$ cat src/rtl/dcache_wb_buffer.sv
// rtl/dcache_wb_buffer.sv - write-back line buffer between the data cache and Data_Memory
// Evictions are acked in one cycle and drained in the background; read misses bypass queued writes.
module dcache_wb_buffer #(
   parameter int DEPTH  = 4,
   parameter int LINE_W = 256,
   parameter int ADDR_W = 32
) (
   input  logic                   clk_i,
   input  logic                   rst_i,
   input  logic [ADDR_W-1:0]      c_addr_i,
   input  logic [LINE_W-1:0]      c_data_i,
   input  logic                   c_enable_i,
   input  logic                   c_write_i,
   output logic                   c_ack_o,
   output logic [LINE_W-1:0]      c_data_o,
   output logic [ADDR_W-1:0]      mem_addr_o,
   output logic [LINE_W-1:0]      mem_data_o,
   output logic                   mem_enable_o,
   output logic                   mem_write_o,
   input  logic                   mem_ack_i,
   input  logic [LINE_W-1:0]      mem_data_i,
   output logic [$clog2(DEPTH):0] count_o,
   output logic                   empty_o
);
   localparam int PTR_W = $clog2(DEPTH);
   localparam int TAG_W = ADDR_W - 5;
   localparam logic [PTR_W:0] FULL_CNT = (PTR_W+1)'(DEPTH);

   typedef enum logic [1:0] {IDLE, DRAIN, READ, RESP} state_t;
   state_t state, state_next;

   logic [TAG_W-1:0]  tag_mem  [DEPTH];
   logic [LINE_W-1:0] line_mem [DEPTH];
   logic [PTR_W-1:0]  head, tail;
   logic [PTR_W:0]    count;
   logic              ack_q;
   logic [LINE_W-1:0] c_data_q;

   logic [TAG_W-1:0]  c_tag;
   logic              addr_lsb_unused;
   logic [DEPTH-1:0]  valid, rd_match, wr_match;
   logic [PTR_W-1:0]  rd_idx, wr_idx;
   logic              rd_hit, wr_hit;
   logic              req_ok, wr_req, rd_req, push, merge, rd_hit_ack, rd_miss, pop;

   assign c_tag           = c_addr_i[ADDR_W-1:5];
   assign addr_lsb_unused = ^c_addr_i[4:0];

   // A draining head is visible to reads but closed to merges, so a rewrite of its tag allocates.
   always_comb begin
      valid    = '0;
      rd_match = '0;
      wr_match = '0;
      wr_idx   = '0;
      wr_hit   = 1'b0;
      for (int i = 0; i < DEPTH; i++) begin
         valid[i]    = {1'b0, PTR_W'(PTR_W'(i) - head)} < count;
         rd_match[i] = valid[i] && (tag_mem[i] == c_tag);
         wr_match[i] = rd_match[i] && !((PTR_W'(i) == head) && (state == DRAIN));
         if (wr_match[i]) begin
            wr_hit = 1'b1;
            wr_idx = PTR_W'(i);
         end
      end
      rd_hit = |rd_match;
      rd_idx = wr_hit ? wr_idx : head;
   end

   assign req_ok     = c_enable_i && !ack_q && (state != RESP) && !((state == READ) && mem_ack_i);
   assign wr_req     = req_ok && c_write_i;
   assign rd_req     = req_ok && !c_write_i && (state != READ);
   assign merge      = wr_req && wr_hit;
   assign push       = wr_req && !wr_hit && (count != FULL_CNT);
   assign rd_hit_ack = rd_req && rd_hit;
   assign rd_miss    = rd_req && !rd_hit;
   assign pop        = (state == DRAIN) && mem_ack_i;

   always_ff @(posedge clk_i or negedge rst_i) begin
      if (!rst_i) state <= IDLE;
      else        state <= state_next;
   end

   always_comb begin
      state_next   = state;
      mem_enable_o = 1'b0;
      mem_write_o  = 1'b0;
      mem_addr_o   = '0;
      mem_data_o   = '0;
      case (state)
         IDLE: begin
            if (rd_miss)           state_next = READ;
            else if (count != '0)  state_next = DRAIN;
         end
         DRAIN: begin
            mem_enable_o = 1'b1;
            mem_write_o  = 1'b1;
            mem_addr_o   = {tag_mem[head], 5'b0};
            mem_data_o   = line_mem[head];
            if (mem_ack_i) state_next = IDLE;
         end
         READ: begin
            mem_enable_o = 1'b1;
            mem_addr_o   = {c_tag, 5'b0};
            if (mem_ack_i) state_next = RESP;
         end
         RESP:    state_next = IDLE;
         default: state_next = IDLE;
      endcase
   end

   always_ff @(posedge clk_i or negedge rst_i) begin
      if (!rst_i) begin
         head     <= '0;
         tail     <= '0;
         count    <= '0;
         ack_q    <= 1'b0;
         c_data_q <= '0;
      end else begin
         ack_q <= push || merge || rd_hit_ack;
         if (rd_hit_ack)                        c_data_q <= line_mem[rd_idx];
         else if ((state == READ) && mem_ack_i) c_data_q <= mem_data_i;
         if (push) tail <= tail + 1'b1;
         if (pop)  head <= head + 1'b1;
         count <= count + (PTR_W+1)'(push) - (PTR_W+1)'(pop);
      end
   end

   always_ff @(posedge clk_i) begin
      if (push) begin
         tag_mem[tail]  <= c_tag;
         line_mem[tail] <= c_data_i;
      end
      if (merge) line_mem[wr_idx] <= c_data_i;
   end

   assign c_ack_o  = ack_q || (state == RESP);
   assign c_data_o = c_data_q;
   assign count_o  = count;
   assign empty_o  = (count == '0) && (state != DRAIN);
endmodule

$ cat config.mk
export PLATFORM = sky130hd
export DESIGN_NAME = dcache_wb_buffer
export DESIGN_NICKNAME = d
export VERILOG_FILES = /design/src/rtl/dcache_wb_buffer.sv
export SDC_FILE = /design/constraint.sdc
export NUM_CORES = 2
export LEC_CHECK = 0
export BUFFER_PORTS_ARGS = -buffer_cell sky130_fd_sc_hd__buf_4
export CORE_AREA = 4 4 423 425
export CTS_CLUSTER_SIZE = 20
export DETAILED_ROUTE_END_ITERATION = 10
export DIE_AREA = 0 0 427 429
export GPL_TIMING_DRIVEN = 0
export PLACE_DENSITY_LB_ADDON = 0.25
export SLEW_MARGIN = 20
export SYNTH_ARGS = -nofsm -noshare
export SYNTH_HDL_FRONTEND = slang
export SYNTH_SLANG_ARGS = --single-unit
$ cat constraint.sdc
create_clock -name clk_i -period 47.3 [get_ports clk_i]
set_clock_uncertainty 0.2 [all_clocks]
set_input_delay 0 -clock clk_i [delete_from_list [all_inputs] [get_ports clk_i]]
set_output_delay 0 -clock clk_i [all_outputs]
set_load 0.01 [all_outputs]
==> results.ini <==
[setup_path]
path_cells = clkbuf_1 > inv_1 > ha_1 > ha_1 > nand2b_1 > o2bb2ai_1 > or3_1 > or3_1 > and2_1 > a31oi_1 > mux2_2 > nor2_4 > buf_16 > buf_16 > buf_16 > buf_12 > buf_16 > buf_12
critical_path.max_fanout = 21
critPathLaunchType = register
max_stage_delay_ps = 690
endpoint_kind = register
crit_path_top_delay_cell = a31oi_1
crit_buf_inv = 8
crit_required_ps = 47600
cpMostUsedCell = buf_16
worstSetupPathType = reg2reg
crit_family = buffers and inverters
crit_arrival_ps = 6330

[global_route]
grt_antenna_before_repair = 63
grt.overflow.total = 0
grt_use_total_pct = 28.2
grt_max_degree = 65
grt_pass1_wl_mm = 371
grt_pass1_vias = 50700

[synthesis]
netlist_top_cells_count = 1,132 x edfxtp_1, 512 x mux2i_1, 283 x mux4_2
synthFlopType = edfxtp_1
synth_area_leaders = edfxtp_1 52%, dfrtp_1 10%, mux4_2 9.8%, mux2i_1 7.9%, o221ai_2 5.5%
synth-edff-count = 1132
synth.distinct_cells = 53
yosys.area_share.adder_pct = 0.377
synth.mux.area_fraction_pct = 17.7
yosys.area_share.simple_pct = 4.98
ys_ff_latch = 1398
synth_compound_area_share_pct = 9.82
synth_top_family_by_area = multiplexers
synth_most_common_cell = edfxtp_1
avgSynthCellArea_sq_um = 16.8
synth_cells = 3866
yosysWarnings = 0
synth_top_cell_by_area = edfxtp_1
synth_xor_area_share_pct = 1.51
syn_area_sq_um = 65000
ys_seq_area_share_pct = 62.5
synth_top_area_share_pct = 52.3
async_flop_share_pct = 19.0

[timing]
timing.final.hold_violations = 0
setup_violations = 0
fmax_mhz = 166
max-slew-margin-rel_pct = 29.7
fin_crit_ps = 6030
rsz0062_at_grt = no
post-route-period-util_pct = 12.7
tightest_slew_ps = 1050
fin_ws_ps = 41270
tns_ps = 0
drv_slew = 0

[floorplanning]
core_area_sq_um = 175000
die_area_sq_um = 183000
row_count = 154
die_x_microns = 427
die_h_microns = 429
ios = 1100
initial_core_util_pct = 37.1

[power]
combPwrFrac_pct = 46.1
power_frac_seq_pct = 31.2
p_int_mw = 3.37
p_clk_share_pct = 22.8
swShare_pct = 37.0
finalPower_mw = 5.35
p_sw_mw = 1.98
p_per_area_nw_per_um2 = 56.3
vdd_ir_drop_max_mv = 0.0365
leakage_nw = 37.1

[route]
dr_wl_met2_mm = 125
viasPerCell = 5.44
wl_per_cell_microns = 29.7
wirelength_mm = 264
drt_iter0_drc = 4217
top_layer_used = met5
routed-wl-met3_mm = 18.6
drc_errors = 0
dr.pass1.iters = 5
wl_met1_mm = 102
vias = 48200
drtAntennaViolNets = 0

[clock_tree]
cts_tree = yes
postCtsSetupRepairBufs = 0
path_clk_slew_ps = 60
clk_latency_ps = 820
clkSinkCount = 1398
ctsLongestPathBuffers = 3
cts_made_buffers = 156
ctsHoldBuffers = 1118
h-tree-depth = 4
ctsResizeCount = 0
ctsRootBufferMaster = clkbuf_16

[placement]
gp_congestion = 0.994
dp_hpwl_mm = 194
numPortBuffers = 1089
dp_slack_ps = 41380
dp.cells = 7401

[final_layout]
postLayoutCoreUtil_pct = 54.2
final_nets = 6906
drive_above_1_share_pct = 32.9
fin_cells = 8869
syn_to_final_growth_pct = 46.0

[worst_hold_path]
hold_path.class = in2reg

[flow_run]
maxCapViolCount = 0

[outcome]
status = finished clean

## worst min-delay path, delay by kind of cell
family,cells,cell delay [ps]
buf+inv,3,1140
compound gates,2,120
## registers in the layout, summed over array words and instances (netlist names)
name and cells:
line_mem 1024, c_data_o 256, tag_mem 108, count_o 3, head 2, state 2, tail 2, ack_q 1
## routing by layer
layer	track usage [%]	vias to the layer above
li1	-	20600
met1	35.4	24800
met2	45.3	2278
met3	5.66	616
met4	16.5	4
met5	0	-
## final timing paths
| kind | start | end | slack, ps | cells after the start |
|---|---|---|---|---|
| worst max register to register | head[0]$_DFFE_PN0P_ | line_mem[1][200]$_DFFE_PP_ | 41270 | 18 |
| worst max-delay path | head[0]$_DFFE_PN0P_ | line_mem[1][200]$_DFFE_PP_ | 41270 | 18 |
| worst min register to register | line_mem[3][135]$_DFFE_PP_ | c_data_o[135]$_DFFE_PN0P_ | 380 | 2 |
| max in group asynchronous | rst_i | c_data_o[80]$_DFFE_PN0P_ | 44970 | 7 |
| worst min-delay path | mem_data_i[131] | c_data_o[131]$_DFFE_PN0P_ | 290 | 5 |
| min in group asynchronous | rst_i | c_data_o[234]$_DFFE_PN0P_ | 710 | 5 |
## cell families after synthesis
family,count (synthesis)
AND/OR/NAND/NOR,626
adder cells (fa/ha/maj),19
multiplexers,796
other,1
flip-flops,1398
AO/OA/AOI/OAI,564
XOR/XNOR,112
buffers and inverters,350
## placed cells by master (no fill, tap or decap), drive strengths merged, types with 2 or more instances in the layout
| master | n |
|---|---|
| a21oi | 8 |
| a22oi | 27 |
| a2bb2oi | 257 |
| and2 | 263 |
| and4 | 3 |
| buf | 1383 |
| bufinv | 10 |
| clkbuf | 372 |
| clkinv | 38 |
| clkinvlp | 3 |
| conb | 5 |
| dfrtp | 266 |
| diode | 58 |
| dlygate4sd3 | 1117 |
| edfxtp | 1132 |
| ha | 18 |
| inv | 28 |
| mux2i | 512 |
| mux4 | 283 |
| nand2 | 272 |
| nand2b | 2 |
| nand3 | 7 |
| nand4 | 17 |
| nor2 | 7 |
| nor2b | 30 |
| nor3 | 4 |
| nor4 | 14 |
| o21ai | 3 |
| o221ai | 256 |
| o31ai | 2 |
| or3 | 3 |
| xnor2 | 63 |
| xor2 | 49 |
## cell type report
cell class | count | area [sq um]
Clock buffer | 229 | 4410
Antenna cell | 58 | 145
Sequential cell | 1398 | 40600
Clock inverter | 62 | 677
Timing Repair Buffer | 2310 | 21700
Tap cell | 2340 | 2930
Multi-Input combinational cell | 2122 | 22400
Inverter | 17 | 63.8
Buffer | 333 | 1980
Fill cell | 14300 | 80400
## power groups by stage
stage               sequential, mW  clock (mW)  combinational (mW)
global route                  1.68        1.29                2.60
floorplan                     1.74           0                1.21
finish                        1.67        1.22                2.46
CTS                           1.66        1.23                2.47
global placement              1.79           0                2.29
detailed placement            1.68           0                2.36
## per-stage QoR
step | area (sq um) | hold slack, ps
final | 95000 | 290
after detailed placement | 78500 | -291
after CTS | 94800 | 193
after floorplan | 65000 | -496
after global placement | 76200 | -0.868
after global routing | 94900 | 261
No activity file was read; power rests on OpenSTA's default activity.
